[src/rtl/cpu_8096_alu_seq.sv]
// cpu_8096_alu_seq
// Registered ALU execution unit for the 8096 core, operand width WIDTH (8/16/32).
// Single-cycle ops: ADD, ADC, SUB, SBB, AND, OR, XOR, CMP.
// Iterative ops: MUL/IMUL (shift-add) and DIV/IDIV (restoring division).
// Flags follow the 8086 subset CF, PF, AF, ZF, SF, OF.
//
// Ports
//   clk, rst                 core clock, asynchronous active-high reset
//   in_valid / in_ready      request handshake; in_op, in_a, in_b, in_cf sampled at accept
//   out_valid / out_ready    result handshake; out_* held while out_valid && !out_ready
//   out_lo / out_hi          result (or product low/high halves, or quotient/remainder)
//   out_cf..out_of           result flags
//   out_div_err              divisor zero or signed quotient overflow
module cpu_8096_alu_seq #(
  parameter  int WIDTH = 16,
  localparam int CNT_W = $clog2(WIDTH + 1)
) (
  input  logic             clk,
  input  logic             rst,
  input  logic             in_valid,
  output logic             in_ready,
  input  logic [3:0]       in_op,
  input  logic [WIDTH-1:0] in_a,
  input  logic [WIDTH-1:0] in_b,
  input  logic             in_cf,
  output logic             out_valid,
  input  logic             out_ready,
  output logic [WIDTH-1:0] out_lo,
  output logic [WIDTH-1:0] out_hi,
  output logic             out_cf,
  output logic             out_pf,
  output logic             out_af,
  output logic             out_zf,
  output logic             out_sf,
  output logic             out_of,
  output logic             out_div_err
);

  localparam logic [3:0] OP_ADD  = 4'd0;
  localparam logic [3:0] OP_ADC  = 4'd1;
  localparam logic [3:0] OP_SUB  = 4'd2;
  localparam logic [3:0] OP_SBB  = 4'd3;
  localparam logic [3:0] OP_AND  = 4'd4;
  localparam logic [3:0] OP_OR   = 4'd5;
  localparam logic [3:0] OP_XOR  = 4'd6;
  localparam logic [3:0] OP_CMP  = 4'd7;
  localparam logic [3:0] OP_MUL  = 4'd8;
  localparam logic [3:0] OP_IMUL = 4'd9;
  localparam logic [3:0] OP_DIV  = 4'd10;
  localparam logic [3:0] OP_IDIV = 4'd11;

  localparam logic [WIDTH-1:0] MOST_NEG = {1'b1, {(WIDTH-1){1'b0}}};

  typedef enum logic [1:0] {S_IDLE, S_BUSY, S_DONE} state_t;

  // Flag vectors are ordered {cf, pf, af, zf, sf, of}.
  function automatic logic [5:0] res_flags(input logic [WIDTH-1:0] r, input logic cf,
                                           input logic af, input logic of);
    return {cf, ~^r[7:0], af, (r == '0), r[WIDTH-1], of};
  endfunction

  // One iteration of the shared datapath. {acc, shf} is the double-width
  // working register: product (acc = high half) or remainder/quotient.
  function automatic logic [2*WIDTH-1:0] iter_step(input logic div,
                                                   input logic [WIDTH-1:0] acc,
                                                   input logic [WIDTH-1:0] shf,
                                                   input logic [WIDTH-1:0] opb);
    logic [WIDTH:0]   sum;
    logic [WIDTH:0]   trial;
    logic [WIDTH-1:0] diff;
    sum   = {1'b0, acc} + (shf[0] ? {1'b0, opb} : {(WIDTH+1){1'b0}});
    trial = {acc, shf[WIDTH-1]};
    diff  = trial[WIDTH-1:0] - opb;
    if (!div) begin
      // shift-add: conditionally add multiplicand, then shift {carry, acc, shf} right
      return {sum, shf[WIDTH-1:1]};
    end else if (trial >= {1'b0, opb}) begin
      return {diff, shf[WIDTH-2:0], 1'b1};
    end else begin
      return {trial[WIDTH-1:0], shf[WIDTH-2:0], 1'b0};
    end
  endfunction

  state_t           state_q, state_d;
  logic [CNT_W-1:0] cnt_q, cnt_d;
  logic             is_div_q, is_div_d;
  logic             is_signed_q, is_signed_d;
  logic             neg_q, neg_d;     // product / quotient sign
  logic             rneg_q, rneg_d;   // remainder sign (dividend sign)
  logic [WIDTH-1:0] acc_q, acc_d;
  logic [WIDTH-1:0] shf_q, shf_d;
  logic [WIDTH-1:0] opb_q, opb_d;
  logic             out_valid_q, out_valid_d;
  logic [WIDTH-1:0] lo_q, lo_d;
  logic [WIDTH-1:0] hi_q, hi_d;
  logic [5:0]       flags_q, flags_d;
  logic             div_err_q, div_err_d;

  // Request decode
  logic             accept;
  logic             op_iter, op_signed, op_div, div_err_now;
  logic [WIDTH-1:0] mag_a, mag_b;
  logic [2*WIDTH-1:0] step_load, step_busy;

  assign in_ready    = (state_q == S_IDLE) || ((state_q == S_DONE) && out_ready);
  assign accept      = in_valid && in_ready;
  assign op_iter     = (in_op >= OP_MUL) && (in_op <= OP_IDIV);
  assign op_signed   = (in_op == OP_IMUL) || (in_op == OP_IDIV);
  assign op_div      = (in_op == OP_DIV) || (in_op == OP_IDIV);
  assign mag_a       = (op_signed && in_a[WIDTH-1]) ? -in_a : in_a;
  assign mag_b       = (op_signed && in_b[WIDTH-1]) ? -in_b : in_b;
  assign div_err_now = op_div && ((in_b == '0) ||
                       ((in_op == OP_IDIV) && (in_a == MOST_NEG) && (in_b == '1)));

  // The first iteration happens on the accept edge, so BUSY runs WIDTH-1 more
  // iterations plus the finalize cycle: WIDTH+1 edges in total.
  assign step_load = iter_step(op_div, '0, mag_a, mag_b);
  assign step_busy = iter_step(is_div_q, acc_q, shf_q, opb_q);

  // Single-cycle ALU
  logic             carry_in;
  logic [WIDTH:0]   add_full, sub_full;
  logic [WIDTH-1:0] alu_res, alu_lo;
  logic             alu_cf, alu_af, alu_of;
  logic [5:0]       alu_flags;

  always_comb begin
    carry_in  = in_cf && ((in_op == OP_ADC) || (in_op == OP_SBB));
    add_full  = {1'b0, in_a} + {1'b0, in_b} + {{WIDTH{1'b0}}, carry_in};
    sub_full  = {1'b0, in_a} - {1'b0, in_b} - {{WIDTH{1'b0}}, carry_in};
    alu_res   = '0;
    alu_cf    = 1'b0;
    alu_af    = 1'b0;
    alu_of    = 1'b0;
    case (in_op)
      OP_ADD, OP_ADC: begin
        alu_res = add_full[WIDTH-1:0];
        alu_cf  = add_full[WIDTH];
        alu_af  = in_a[4] ^ in_b[4] ^ alu_res[4];
        alu_of  = (in_a[WIDTH-1] == in_b[WIDTH-1]) && (alu_res[WIDTH-1] != in_a[WIDTH-1]);
      end
      OP_SUB, OP_SBB, OP_CMP: begin
        alu_res = sub_full[WIDTH-1:0];
        alu_cf  = sub_full[WIDTH];
        alu_af  = in_a[4] ^ in_b[4] ^ alu_res[4];
        alu_of  = (in_a[WIDTH-1] != in_b[WIDTH-1]) && (alu_res[WIDTH-1] != in_a[WIDTH-1]);
      end
      OP_AND:  alu_res = in_a & in_b;
      OP_OR:   alu_res = in_a | in_b;
      OP_XOR:  alu_res = in_a ^ in_b;
      default: alu_res = '0;  // reserved codes behave as AND with b=0
    endcase
    alu_flags = res_flags(alu_res, alu_cf, alu_af, alu_of);
    alu_lo    = (in_op == OP_CMP) ? in_a : alu_res;
  end

  // Finalize: two's-complement fixup of the unsigned iterative result
  logic [2*WIDTH-1:0] prod_raw, prod_fix;
  logic [WIDTH-1:0]   mul_lo, mul_hi, quo, rem;
  logic               mul_ovf;

  assign prod_raw = {acc_q, shf_q};
  assign prod_fix = neg_q ? -prod_raw : prod_raw;
  assign mul_lo   = prod_fix[WIDTH-1:0];
  assign mul_hi   = prod_fix[2*WIDTH-1:WIDTH];
  assign mul_ovf  = is_signed_q ? (mul_hi != {WIDTH{mul_lo[WIDTH-1]}}) : (mul_hi != '0);
  assign quo      = neg_q ? -shf_q : shf_q;
  assign rem      = rneg_q ? -acc_q : acc_q;

  always_comb begin
    state_d     = state_q;
    cnt_d       = cnt_q;
    is_div_d    = is_div_q;
    is_signed_d = is_signed_q;
    neg_d       = neg_q;
    rneg_d      = rneg_q;
    acc_d       = acc_q;
    shf_d       = shf_q;
    opb_d       = opb_q;
    lo_d        = lo_q;
    hi_d        = hi_q;
    flags_d     = flags_q;
    div_err_d   = div_err_q;

    case (state_q)
      S_BUSY: begin
        if (cnt_q != '0) begin
          {acc_d, shf_d} = step_busy;
          cnt_d          = cnt_q - CNT_W'(1);
        end else begin
          state_d   = S_DONE;
          div_err_d = 1'b0;
          if (is_div_q) begin
            lo_d    = quo;
            hi_d    = rem;
            flags_d = '0;
          end else begin
            lo_d    = mul_lo;
            hi_d    = mul_hi;
            flags_d = res_flags(mul_lo, mul_ovf, 1'b0, mul_ovf);
          end
        end
      end
      S_DONE: begin
        if (out_ready) state_d = S_IDLE;
      end
      default: ;
    endcase

    // A new request overrides the DONE->IDLE drop (back-to-back issue).
    if (accept) begin
      if (op_iter && !div_err_now) begin
        state_d        = S_BUSY;
        cnt_d          = CNT_W'(WIDTH - 1);
        is_div_d       = op_div;
        is_signed_d    = op_signed;
        neg_d          = op_signed && (in_a[WIDTH-1] ^ in_b[WIDTH-1]);
        rneg_d         = op_signed && op_div && in_a[WIDTH-1];
        opb_d          = mag_b;
        {acc_d, shf_d} = step_load;
      end else if (div_err_now) begin
        state_d   = S_DONE;
        lo_d      = '0;
        hi_d      = '0;
        flags_d   = '0;
        div_err_d = 1'b1;
      end else begin
        state_d   = S_DONE;
        lo_d      = alu_lo;
        hi_d      = '0;
        flags_d   = alu_flags;
        div_err_d = 1'b0;
      end
    end

    out_valid_d = (state_d == S_DONE);
  end

  always_ff @(posedge clk or posedge rst) begin
    if (rst) begin
      state_q     <= S_IDLE;
      cnt_q       <= '0;
      is_div_q    <= 1'b0;
      is_signed_q <= 1'b0;
      neg_q       <= 1'b0;
      rneg_q      <= 1'b0;
      acc_q       <= '0;
      shf_q       <= '0;
      opb_q       <= '0;
      out_valid_q <= 1'b0;
      lo_q        <= '0;
      hi_q        <= '0;
      flags_q     <= '0;
      div_err_q   <= 1'b0;
    end else begin
      state_q     <= state_d;
      cnt_q       <= cnt_d;
      is_div_q    <= is_div_d;
      is_signed_q <= is_signed_d;
      neg_q       <= neg_d;
      rneg_q      <= rneg_d;
      acc_q       <= acc_d;
      shf_q       <= shf_d;
      opb_q       <= opb_d;
      out_valid_q <= out_valid_d;
      lo_q        <= lo_d;
      hi_q        <= hi_d;
      flags_q     <= flags_d;
      div_err_q   <= div_err_d;
    end
  end

  assign out_valid   = out_valid_q;
  assign out_lo      = lo_q;
  assign out_hi      = hi_q;
  assign out_cf      = flags_q[5];
  assign out_pf      = flags_q[4];
  assign out_af      = flags_q[3];
  assign out_zf      = flags_q[2];
  assign out_sf      = flags_q[1];
  assign out_of      = flags_q[0];
  assign out_div_err = div_err_q;

endmodule

[config.mk]
export PLATFORM = sky130hd
export DESIGN_NAME = cpu_8096_alu_seq
export DESIGN_NICKNAME = d
export VERILOG_FILES = /design/src/rtl/cpu_8096_alu_seq.sv
export SDC_FILE = /design/constraint.sdc
export NUM_CORES = 1
export LEC_CHECK = 0
export ABC_AREA = 1
export CELL_PAD_IN_SITES_DETAIL_PLACEMENT = 0
export CELL_PAD_IN_SITES_GLOBAL_PLACEMENT = 2
export CORE_MARGIN = 8
export CORE_UTILIZATION = 34
export CTS_BUF_LIST = sky130_fd_sc_hd__clkbuf_4
export CTS_CLUSTER_SIZE = 25
export DETAILED_ROUTE_END_ITERATION = 8
export PLACE_DENSITY = 0.88
export SYNTH_ARGS = -nofsm -noshare
export SYNTH_HDL_FRONTEND = slang
export SYNTH_SLANG_ARGS = --single-unit
[constraint.sdc]
create_clock -name clk -period 3.95 [get_ports clk]
set_clock_uncertainty 0.15 [all_clocks]
set_input_delay 0.5925 -clock clk [delete_from_list [all_inputs] [get_ports clk]]
set_output_delay 0.5925 -clock clk [all_outputs]
set_load 0.02 [all_outputs]
[Word-level counts from Yosys, hierarchy flattened]
Cells that the tools add are included.
W data, S select, Z words.
Storage, ports and cells
  flip-flop bits (word level): 99
  bits of input ports: 41
  output and inout bits: 41
  word-level logic and storage cells: 147
Operators by class
  add/subtract/negate cells: 13
  order comparisons: 4
  eq/ne operators: 20
  mux-type cells: 56
  bitwise logic cells: 7
  reduce and logical (&&, ||, !) cells: 33
Operator list (number)
  $mux W16: 26
  $mux W32: 5
  $pmux W16 S5: 1
  $neg A16 Y16: 4
  $logic_not A16 Y1: 3
  $mux W6: 6
  $add A16 B16 Y17: 2
  $eq A16 B16 Y1 const B: 2
  $neg A32 Y32: 1
  $mux W5: 4
  $add A17 B1 Y17: 1
  $ge A17 B16 Y1: 1
  $sub A16 B16 Y17: 1
  $sub A17 B1 Y17: 1
  $and A16 B16 Y16: 1
  $eq A4 B3 Y1 const B: 4
  $ge A1 B16 Y1: 1
  $ne A16 B16 Y1: 1
  $or A16 B16 Y16: 1
  $reduce_bool A16 Y1: 1
  $reduce_xnor A8 Y1: 2
  $sub A1 B16 Y16: 1
  $sub A16 B16 Y16: 1
  $xor A16 B16 Y16: 1
  24 further kinds: 61

[Depth between registers and ports, before layout]
Gate-level depths: netlist (run 1).
  depth after elaboration: 10
  gate-level depth with buffers: 22
  gate-level depth less buffers: 22

[Worst setup path after synthesis (run 1)]
Ideal clock, no wire load.
  path type: input-to-reg
  from: input port in_op[3]
  to: register flags_q[4]
  arrival: 3108 ps
  slack: 606 ps
  stages: 19
  path buffers: 0
  path through: nor2_1 -> nand3_1 -> inv_1 -> fa_1 -> ha_1 -> nor2_1 -> nor2_1 -> nor2_1 -> o21ai_0 -> nand2_1 -> nand2_1 -> a21oi_1 -> o21ai_0 -> and3_1 -> ha_1 -> xnor2_1 -> xnor2_1 -> nand2_1 -> o211ai_1
Between the ends
  longest elaborated chain between the ends: 9
  elaborated cells on any way between the ends: 31
RTL lines
  start, declared: line 22  | input logic [3:0] in_op,
  $eq A4 B1 Y1, or another cell as far along: line 128, 135
  $logic_or A1 B1 Y1 or $logic_and A1 B1 Y1 (tied branches): line 128, 113
  $logic_and A1 B1 Y1, on equally long branches: line 128, 113
  $sub A17 B1 Y17, or another cell as far along: line 130  | sub_full = {1'b0, in_a} - {1'b0, in_b} - {{WIDTH{1'b0}}, carry_in};
  $pmux W16 S5 or $logic_and A1 B1 Y1 (tied branches): line 135, 112
  $reduce_xnor A8 Y1 or $logic_not A1 Y1 (tied branches): line 59, 212
  $mux W6 or $logic_and A1 B1 Y1 (tied branches): line 221, 212
  $mux W6 (*): line 212  | if (op_iter && !div_err_now) begin
  $mux W6 (*): line 211  | if (accept) begin
  net flags_d[4]: line 96  | logic [5:0] flags_q, flags_d;
  end signal, assigned: line 268  | flags_q <= flags_d;
  end, declared: line 96
Mark *: on every way through the listed nets, which the timed path passes. The rest lies on a longest branch.
A chain may end at the register's enable or synchronous reset.

[Worst setup path in the final report (run 1)]
  from: input port in_op[3]
  to: register flags_q[2]
Between the ends
  longest elaborated chain between the ends: 9
  elaborated cells on any way between the ends: 31
RTL lines (line)
  $eq A4 B1 Y1, or another cell as far along: 128, 135
  $logic_or A1 B1 Y1 or $logic_and A1 B1 Y1 (tied branches): 128, 113
  $logic_and A1 B1 Y1, on equally long branches: 128, 113
  $sub A17 B1 Y17, or another cell as far along: 130
  $pmux W16 S5 or $logic_and A1 B1 Y1 (tied branches): 135, 112
  $logic_not A16 Y1 or $logic_not A1 Y1 (tied branches): 59, 212
  $mux W6 or $logic_and A1 B1 Y1 (tied branches): 221, 212
  $mux W6 (*): 212
  $mux W6 (*): 211
  net flags_d[2]: 96
Marked as above.

==> flow_metrics.py, run 1 <==
metrics = {
    "sta": {
        "drv_slew": 0,
        "rsz0062_at_grt": "false",
        "tightest_slew_ps": 1049,
        "setup_tns_ps": 0,
        "finalHoldViolCount": 0,
        "setup_ws_ps": 236.3,
        "finalCritPeriodShare_pct": 94.02,
        "setup_viol": 0,
        "post-route-min-period_ps": 3714,
        "clock.fmax_mhz": 269.3,
        "max-slew-margin-rel_pct": 29.94,
    },
    "yosys": {
        "ys_warn_count": 0,
        "synth.cells.most_frequent": "521 x nand2_1, 252 x inv_1, 223 x nor2_1",
        "synth-simple-area-share_pct": 34.96,
        "syn_area_mm2": 0.01316,
        "synth_edf_count": 0,
        "yosysSeqAreaShare_pct": 18.82,
        "syn_area_per_cell_um2": 6.187,
        "synth_xor_area_share_pct": 4.858,
        "synth_nets": 2287,
        "ys.flop_type": "dfrtp_1",
        "yosysTopAreaCell": "dfrtp_1",
        "ys_seq_elements": 99,
        "yosysTopAreaCellShare_pct": 18.82,
        "yosys-mux-area-fraction_pct": 0.4564,
        "synth_compound_area_share_pct": 19.48,
        "synth_area_leaders": "dfrtp_1 19%, nand2_1 15%, ha_1 11%",
        "async_reset_ff_share_pct": 100.0,
        "synthCells": 2127,
        "synth_top_family_by_area": "simple AND/OR/NAND/NOR gates",
        "synth.most_common_cell": "nand2_1",
        "synthAdderAreaFrac_pct": 11.66,
        "synth_cell_types": 59,
    },
    "power_and_ir_drop": {
        "ir_worst_vdd_v": 0.0002854,
        "swShare_pct": 58.99,
        "p_leak_nw": 7.868,
        "power_frac_seq_pct": 20.2,
        "clockPowerShare_pct": 5.9,
        "p_switching_mw": 5.873,
        "power_density_mw_per_mm2": 632.6,
        "power.internal_mw": 4.083,
        "power_frac_comb_pct": 73.9,
    },
    "worst_setup_path": {
        "arrival_ps": 4070,
        "cp_top_family": "simple AND/OR/NAND/NOR gates",
        "cp-end-kind": "flop",
        "crit_slowest_cell": "fa_1",
        "r2r_cells": 14,
        "timing.critical_path.mode_cell": "nor2_1",
        "crit_required_ps": 4310,
        "cp_num_buf_inv": 3,
        "slowest_delay_ps": 510,
        "crit_fanout": 3,
        "crit_cells": 20,
        "start_kind": "primary input",
        "crit_chain": "clkdlybuf4s50_1 > nor2_1 > nand3_1 > inv_1 > fa_1 > inv_1 > ha_1 > nor2_1 > nor2_1 > nor2_1 > o21ai_1 > or2_2 > a31oi_1 > ha_1 > nand4_1 > nor2_1 > nand4_1 > nor2_1 > nand3_1 > nand2_1",
        "crit_type": "primary input to flop",
    },
    "finish": {
        "syn2layout_area_growth_pct": 19.59,
        "fin_area_mm2": 0.01574,
        "finalNetCount": 2482,
        "drive_gt1_share_pct": 11.60,
    },
    "clocking": {
        "cts_tree": "built",
        "cts_buffers": 9,
        "clock_latency_ps": 540,
        "post_cts_buffers": 0,
        "holdBufCountCts": 0,
        "cts_buffer_depth": 2,
        "path_clk_slew_ps": 210,
        "cts_sinks": 99,
        "ctsResizeCount": 0,
        "clock_tree.root_cell": "clkbuf_4",
        "h-tree-depth": 3,
    },
    "detailed_routing": {
        "wl_per_cell_um": 19.98,
        "ant_nets": 0,
        "via_count": 15000,
        "drt-pass1-iter-count": 6,
        "drt_iter0_markers": 1099,
        "drc": 0,
        "routed_wl_um": 56900,
        "vias_per_cell": 5.269,
    },
    "placement": {
        "routabilityCongestion": 0.9824,
        "place_area_mm2": 0.01560,
        "io_buffers": 81,
        "dp_slack_ps": -314.6,
        "dp_hpwl_um": 47700,
    },
    "outcome": {
        "outcome": "complete, no violations",
    },
    "floorplan": {
        "num_rows": 72,
        "die-area_mm2": 0.04526,
        "fp.dieH_um": 212.7,
        "core_mm2": 0.03847,
        "initial_core_util_pct": 34.21,
        "io_pins": 82,
        "die_w_um": 212.7,
    },
    "global_route": {
        "grt_max_degree": 56,
        "antenna_found_initial": 1,
        "grt_pass1_wl_um": 86130,
        "first_global_vias": 14580,
        "overflow": 0,
        "grt_usage_pct": 24.79,
    },
    "flow_run": {
        "drv_cap": 0,
    },
    "hold_path": {
        "hp-class": "primary input to async pin",
    },
}
[per-stage QoR]
| stage | total power [mW] | hold WS [ps] | utilization (%) | cells |
|---|---|---|---|---|
| after floorplan | 6.749 | 324.2 | - | 2127 |
| final | 9.956 | 233.3 | 40.91 | 2847 |
| after global placement | 9.297 | 309.9 | 40.55 | 2829 |
| after CTS | 9.918 | 216.4 | 40.90 | 2845 |
| after global routing | 10.89 | 251.5 | 40.91 | 2846 |
| after detailed placement | 9.294 | 317.4 | 40.55 | 2829 |
[layout make-up]
class / instances / area (um^2)
repair buffers: 246 / 2062
fillers: 4301 / 22730
flip-flops and latches: 99 / 2477
diodes: 2 / 5.005
clock buffers: 9 / 67.56
inverters: 268 / 1011
multi-input cells: 1698 / 9400
well taps: 518 / 648.1
clock inverters: 7 / 66.31
[kinds of logic (layout without fill, tap and decap cells)]
logic type	after synthesis	count (layout)
muxes	6	6
AOI/OAI and AO/OA	454	454
adders and majority gates	119	119
other	0	2
xor gates and xnor gates	73	73
buffers and inverters	330	530
DFF	99	99
and+or+nand+nor	1046	1046
[flip-flops by register name, summed over array words and instances, names as in the netlist]
| register | flops |
|---|---|
| acc_q | 16 |
| flags_q | 6 |
| out_div_err | 1 |
| out_hi | 16 |
| neg_q | 1 |
| cnt_q | 5 |
| out_valid | 1 |
| out_lo | 16 |
| shf_q | 16 |
| state_q | 2 |
| is_signed_q | 1 |
| rneg_q | 1 |
| is_div_q | 1 |
| opb_q | 16 |
[worst reg2reg max path: stages, from the launching register on]
cell	delay, ps
dfrtp_1	580
ha_1	390
nand2_1	50
o21ai_0	390
nand2_1	90
nand2_1	130
nand3_1	80
nand2_1	160
nand2_1	110
nand2_2	320
inv_1	160
nand2_1	90
nand3_1	130
a21oi_1	330
a21oi_2	50
[placed cells by master, fill, tap and decap left out, types with 35 or more instances in the layout]
master and instances:
nand3_1 162, ha_1 113, a21oi_1 167, nand2_1 521
dfrtp_1 99, buf_4 164, inv_1 251, o21ai_0 176
nor2_1 222, xor2_1 64, clkdlybuf4s50_1 81, nand4_1 35
[power groups by stage]
stage	Clock (mW)	Combinational [mW]	Sequential, mW
after global routing	0.625	8.22	2.04
after CTS	0.599	7.33	1.99
after global placement	0	7.28	2.01
after floorplan	0	4.95	1.80
after detailed placement	0	7.28	2.01
final	0.583	7.36	2.01
[final timing paths]
kind                             start           to  slack (ps)
setup / recovery              in_op[3]   flags_q[2]         240
hold / removal                     rst     opb_q[1]         230
setup reg to reg              acc_q[0]    acc_q[13]         610
hold reg to reg            out_div_err  out_div_err         360
max in group asynchronous          rst     acc_q[1]        2730
min in group clk           out_div_err  out_div_err         360
[layer usage]
| layer | vias up | global-route usage, % | wire (um) |
|---|---|---|---|
| li1 | 7428 | - | - |
| met1 | 7012 | 30.92 | 24820 |
| met2 | 439 | 42.78 | 26890 |
| met3 | 123 | 2.422 | 2345 |
| met4 | 0 | 11.35 | 2843 |
| met5 | - | 0 | 0 |
Power figures use the tool's default switching activity.
==> run 2, diff against run 1 <==
--- a/config.mk
+++ b/config.mk
@@ -9,11 +9,11 @@
 export CELL_PAD_IN_SITES_DETAIL_PLACEMENT = 0
 export CELL_PAD_IN_SITES_GLOBAL_PLACEMENT = 2
 export CORE_MARGIN = 8
-export CORE_UTILIZATION = 34
+export CORE_UTILIZATION = 37
 export CTS_BUF_LIST = sky130_fd_sc_hd__clkbuf_4
 export CTS_CLUSTER_SIZE = 25
 export DETAILED_ROUTE_END_ITERATION = 8
-export PLACE_DENSITY = 0.88
+export PLACE_DENSITY = 0.95
 export SYNTH_ARGS = -nofsm -noshare
 export SYNTH_HDL_FRONTEND = slang
 export SYNTH_SLANG_ARGS = --single-unit
==> constraint.sdc (replaced) <==
create_clock -name clk -period 4.4 [get_ports clk]
set_clock_uncertainty 0.15 [all_clocks]
set_input_delay 0.66 -clock clk [delete_from_list [all_inputs] [get_ports clk]]
set_output_delay 0.66 -clock clk [all_outputs]
set_load 0.02 [all_outputs]
==> flow_metrics.py, run 2 (synthesis gave the netlist of run 1 again) <==
metrics = {
    "detailed_routing": {
        "wl_per_cell_um": 19.81,
        "drt_iter0_markers": 1316,
        "wirelength_met1_um": 23780,
        "ant_nets": 0,
        "routed_wl_um": 53600,
        "vias_per_cell": 5.455,
        "dr_wl_met2_um": 24720,
        "drc": 0,
        "via_count": 14760,
        "drt-pass1-iter-count": 5,
        "wl_met3_um": 2980,
        "highest_layer": "met4",
    },
    "flow_run": {
        "drv_cap": 0,
    },
    "floorplan": {
        "core_mm2": 0.03531,
        "num_rows": 69,
        "fp.dieH_um": 204.6,
        "io_pins": 82,
        "initial_core_util_pct": 37.27,
        "die-area_mm2": 0.04186,
        "die_w_um": 204.6,
    },
    "finish": {
        "layout_commonest_cell": "nand2_1",
        "finalNetCount": 2399,
        "final_cell_mix": "521 x nand2_1, 251 x inv_1, 222 x nor2_1",
        "syn2layout_area_growth_pct": 14.23,
        "drive_gt1_share_pct": 8.333,
    },
    "worst_setup_path": {
        "cp-end-kind": "flop",
        "crit_slowest_cell": "fa_1",
        "r2r_cells": 14,
        "crit_fanout": 3,
        "startpoint": "in_op[2]",
        "crit_chain": "clkdlybuf4s50_1 > nor2_1 > nand3_1 > inv_1 > fa_1 > inv_1 > ha_1 > nor2_1 > nor2_1 > nor2_1 > o21ai_0 > nand2_1 > nand2_1 > o21ai_0 > and3_1 > ha_1 > nand4_1 > nor2_1 > nand4_1 > nor2_1 > nand3_1 > nand2_1",
        "arrival_ps": 4160,
        "start_kind": "primary input",
        "r2r-start": "acc_q[0]",
        "crit_type": "primary input to flop",
        "slowest_delay_ps": 500,
        "timing.critical_path.mode_cell": "nor2_1",
        "crit_required_ps": 4730,
    },
    "outcome": {
        "outcome": "complete, no violations",
    },
    "clocking": {
        "h-tree-depth": 3,
        "cts_tree": "built",
        "clock_latency_ps": 520,
        "cts_sinks": 99,
        "holdBufCountCts": 0,
        "clock_tree.root_cell": "clkbuf_4",
        "cts_buffers": 9,
        "ctsResizeCount": 0,
        "post_cts_buffers": 0,
        "cts_buffer_depth": 2,
        "path_clk_slew_ps": 190,
    },
    "sta": {
        "clock.fmax_mhz": 261.3,
        "tightest_slew_ps": 1051,
        "setup_ws_ps": 573.6,
        "post-route-min-period_ps": 3826,
        "setup_viol": 0,
        "finalHoldViolCount": 0,
        "rsz0062_at_grt": "false",
        "finalCritPeriodShare_pct": 86.96,
        "drv_slew": 0,
        "max-slew-margin-rel_pct": 29.80,
        "setup_tns_ps": 0,
    },
    "global_route": {
        "grt_usage_pct": 25.08,
        "grt_max_degree": 77,
        "first_global_vias": 14170,
        "overflow": 0,
        "grt_pass1_wl_um": 82410,
        "antenna_found_initial": 1,
    },
    "power_and_ir_drop": {
        "ir_worst_vdd_v": 0.0002933,
        "p_total_mw": 8.726,
        "power_density_mw_per_mm2": 580.4,
        "p_leak_nw": 7.466,
    },
    "placement": {
        "dp_hpwl_um": 43960,
        "io_buffers": 81,
        "dp_slack_ps": 98.48,
        "routabilityCongestion": 1.018,
    },
    "hold_path": {
        "worst_hold_path.num_cells": 2,
        "hp-class": "flop to flop",
        "hp-start": "out_div_err",
    },
}
-- run 2: cell types whose count changed in the layout (fill, tap and decap cells not counted), sizes merged --
cell / delta
inv: -2
diode: -1
clkinv: +2
buf: -83
-- run 2: final timing paths --
| kind | end | slack [ps] |
|---|---|---|
| worst max-delay path | flags_q[2] | 570 |
| worst min-delay path | out_div_err | 360 |
| worst max register to register | acc_q[13] | 970 |
| worst min register to register | out_div_err | 360 |
| max in group asynchronous | state_q[0] | 2690 |
| min in group asynchronous | opb_q[10] | 550 |
-- run 2: cell type report --
cell class                      count  area, um^2
Sequential cell                    99        2477
Timing Repair Buffer              163        1426
Fill cell                        3848       20280
Clock inverter                      7       71.32
Inverter                          268        1011
Clock buffer                        9       67.56
Antenna cell                        1       2.502
Multi-Input combinational cell   1698        9400
Tap cell                          461       576.8
-- run 2: power by group --
part	total [mW]	switching [mW]	internal [mW]
clock network	0.511	0.380	0.131
logic	6.42	4.22	2.20
registers	1.80	0.557	1.24
total	8.73	5.16	3.57
-- run 2: worst max-delay path: cells and delay by family --
kind | cells | cell delay, ps
AO/OA/AOI/OAI | 2 | 400
adder cells (fa/ha/maj) | 3 | 830
buffers and inverters | 3 | 630
AND/OR/NAND/NOR | 14 | 1620
-- run 2: per-layer routing --
metal	vias to the layer above	global-route usage [%]
li1	7252	-
met1	6900	33.16
met2	519	41.50
met3	89	2.103
met4	0	10.52
met5	-	0
-- run 2: through the flow --
step / util (%) / hold slack, ps / cell area, um^2 / instances
final: 42.57 / 362.2 / 15030 / 2706
after global routing: 42.57 / 400.7 / 15030 / 2706
after CTS: 42.57 / 367.5 / 15030 / 2705
after detailed placement: 42.17 / 321.7 / 14890 / 2689
after global placement: 42.17 / 313.8 / 14890 / 2689
after floorplan: - / 324.2 / 13160 / 2127
==> run 3, diff against run 2 <==
--- a/config.mk
+++ b/config.mk
@@ -8,12 +8,11 @@
 export ABC_AREA = 1
 export CELL_PAD_IN_SITES_DETAIL_PLACEMENT = 0
 export CELL_PAD_IN_SITES_GLOBAL_PLACEMENT = 2
-export CORE_MARGIN = 8
-export CORE_UTILIZATION = 37
-export CTS_BUF_LIST = sky130_fd_sc_hd__clkbuf_4
+export CORE_UTILIZATION = 31
+export CTS_BUF_LIST = sky130_fd_sc_hd__clkbuf_2 sky130_fd_sc_hd__clkbuf_4 sky130_fd_sc_hd__clkbuf_8
 export CTS_CLUSTER_SIZE = 25
 export DETAILED_ROUTE_END_ITERATION = 8
-export PLACE_DENSITY = 0.95
+export PLACE_DENSITY = 0.85
 export SYNTH_ARGS = -nofsm -noshare
 export SYNTH_HDL_FRONTEND = slang
 export SYNTH_SLANG_ARGS = --single-unit
==> constraint.sdc (replaced) <==
create_clock -name clk -period 3.3 [get_ports clk]
set_clock_uncertainty 0.15 [all_clocks]
set_input_delay 0.495 -clock clk [delete_from_list [all_inputs] [get_ports clk]]
set_output_delay 0.495 -clock clk [all_outputs]
set_load 0.02 [all_outputs]
==> flow_metrics.py, run 3 (synthesis gave the netlist of run 1 again) <==
metrics = {
    "worst_setup_path": {
        "worstSetupEndpoint": "flags_q[4]",
        "crit_chain": "clkdlybuf4s50_1 > inv_1 > buf_4 > ha_1 > inv_1 > ha_4 > a21oi_2 > o21ai_2 > a21o_1 > a21oi_2 > o21ai_1 > nand3_1 > inv_2 > ha_4 > xnor2_1 > xnor2_1 > nand2_1 > o211ai_1",
        "r2r-start": "acc_q[0]",
        "startpoint": "in_a[4]",
        "arrival_ps": 3440,
        "crit_slowest_cell": "clkdlybuf4s50_1",
        "slowest_delay_ps": 500,
        "cp-end-kind": "flop",
        "reg2reg_setup_slack_ps": 180,
        "crit_fanout": 3,
        "r2r-end": "acc_q[13]",
        "crit_required_ps": 3500,
        "start_kind": "primary input",
        "crit_type": "primary input to flop",
        "r2r_cells": 15,
    },
    "global_route": {
        "first_global_vias": 15480,
        "grt_usage_pct": 26.75,
        "grt_pass1_wl_um": 89070,
        "antenna_found_initial": 0,
        "overflow": 0,
        "grt_max_degree": 56,
    },
    "floorplan": {
        "core_mm2": 0.04195,
        "num_rows": 75,
        "io_pins": 82,
        "fp.dieH_um": 208.0,
        "initial_core_util_pct": 31.37,
        "die-area_mm2": 0.04328,
        "die_w_um": 208.0,
    },
    "sta": {
        "drv_slew": 0,
        "post-route-min-period_ps": 3239,
        "finalCritPeriodShare_pct": 98.15,
        "setup_tns_ps": 0,
        "clock.fmax_mhz": 308.7,
        "setup_viol": 0,
        "max-slew-margin-rel_pct": 46.46,
        "finalHoldViolCount": 0,
        "tightest_slew_ps": 802.0,
    },
    "detailed_routing": {
        "routed_wl_um": 57830,
        "drt-pass1-iter-count": 5,
        "drt_iter0_markers": 1124,
        "via_count": 15700,
        "ant_nets": 0,
        "vias_per_cell": 5.181,
        "drc": 0,
        "wl_per_cell_um": 19.08,
    },
    "placement": {
        "dp_hpwl_um": 48550,
        "place_inst": 3001,
        "routabilityCongestion": 0.9708,
        "io_buffers": 81,
    },
    "finish": {
        "diodes": 0,
        "drive_gt1_share_pct": 20.06,
        "layout_commonest_cell": "nand2_1",
        "final_cell_mix": "517 x nand2_1, 321 x buf_4, 245 x inv_1",
        "syn2layout_area_growth_pct": 33.02,
        "finalNetCount": 2647,
        "final_cells": 3031,
    },
    "clocking": {
        "cts_sinks": 99,
        "cts_buffer_depth": 2,
        "clock_tree.root_cell": "clkbuf_8",
        "cts_tree": "built",
        "h-tree-depth": 3,
        "holdBufCountCts": 0,
        "path_clk_slew_ps": 110,
        "clock_latency_ps": 420,
        "cts_buffers": 9,
    },
    "flow_run": {
        "drv_cap": 0,
    },
    "power_and_ir_drop": {
        "power_density_mw_per_mm2": 728.2,
        "p_leak_nw": 8.806,
        "ir_worst_vdd_v": 0.0003396,
    },
    "outcome": {
        "outcome": "complete, no violations",
    },
    "hold_path": {
        "hp-class": "primary input to async pin",
    },
}
-- run 3: cell types whose count changed in the layout (fill, tap and decap cells not counted), sizes merged, moves of 2 or more --
cell           delta
dlymetal6s2s      +6
buf             +248
clkbuf            +3
inv               -2
dlygate4sd2       +3
clkdlybuf4s50    -11
-- run 3: cell type report --
class / count / area, um^2
Inverter: 268 / 1015
Fill cell: 4554 / 24440
Tap cell: 539 / 674.4
Multi-Input combinational cell: 1698 / 9736
Sequential cell: 99 / 2477
Clock inverter: 6 / 81.33
Timing Repair Buffer: 411 / 3385
Clock buffer: 10 / 137.6
-- run 3: power by group --
| part | internal (mW) | switching (mW) | leakage [nW] |
|---|---|---|---|
| combinational | 3.58 | 6.05 | 7.45 |
| sequential | 1.66 | 0.576 | 1.25 |
| clock | 0.385 | 0.503 | 0.110 |
| total | 5.62 | 7.13 | 8.81 |
-- run 3: per-layer routing --
metal	wire, um	vias up	track usage [%]
li1	-	7758	-
met1	25140	7390	33.50
met2	28020	451	47.06
met3	2336	104	2.189
met4	2339	0	11.19
met5	0	-	0
-- run 3: per-stage QoR --
| step | power, mW | setup slack, ps | hold slack (ps) | area (um^2) | utilization, % |
|---|---|---|---|---|---|
| final | 12.75 | 61.10 | 279.2 | 17510 | 41.73 |
| after global routing | 13.94 | -82.15 | 301.9 | 17510 | 41.73 |
| after CTS | 12.63 | -49.98 | 277.3 | 17240 | 41.11 |
| after detailed placement | 11.63 | -876.4 | 319.0 | 16830 | 40.13 |
| after global placement | 11.61 | -755.9 | 313.2 | 16830 | 40.13 |
| after floorplan | 8.079 | 53.28 | 324.2 | 13160 | - |
-- run 3: critical path, delay by kind of cell --
family	cells	cell delay [ps]
buf+inv	5	890
fa+ha+maj	3	620
compound gates	6	810
xor+xnor	2	380
simple gates	2	230
-- run 3: worst min-delay path by stage --
stage | cells past startpoint | slack [ps] | end | from
final | 2 | 280 | opb_q[8] | rst
after global routing | 2 | 300 | opb_q[8] | rst
after CTS | 2 | 280 | opb_q[5] | rst
after detailed placement | 2 | 320 | out_div_err | out_div_err
after global placement | 2 | 310 | out_div_err | out_div_err
after floorplan | 2 | 320 | opb_q[2] | opb_q[2]
-- run 3: repair_timing --
item / CTS / global route
setup buffers: 7 / 7
pin swaps: 21 / 29
resized for setup: 40 / 54
endpoints found under the setup margin: 25 / 48
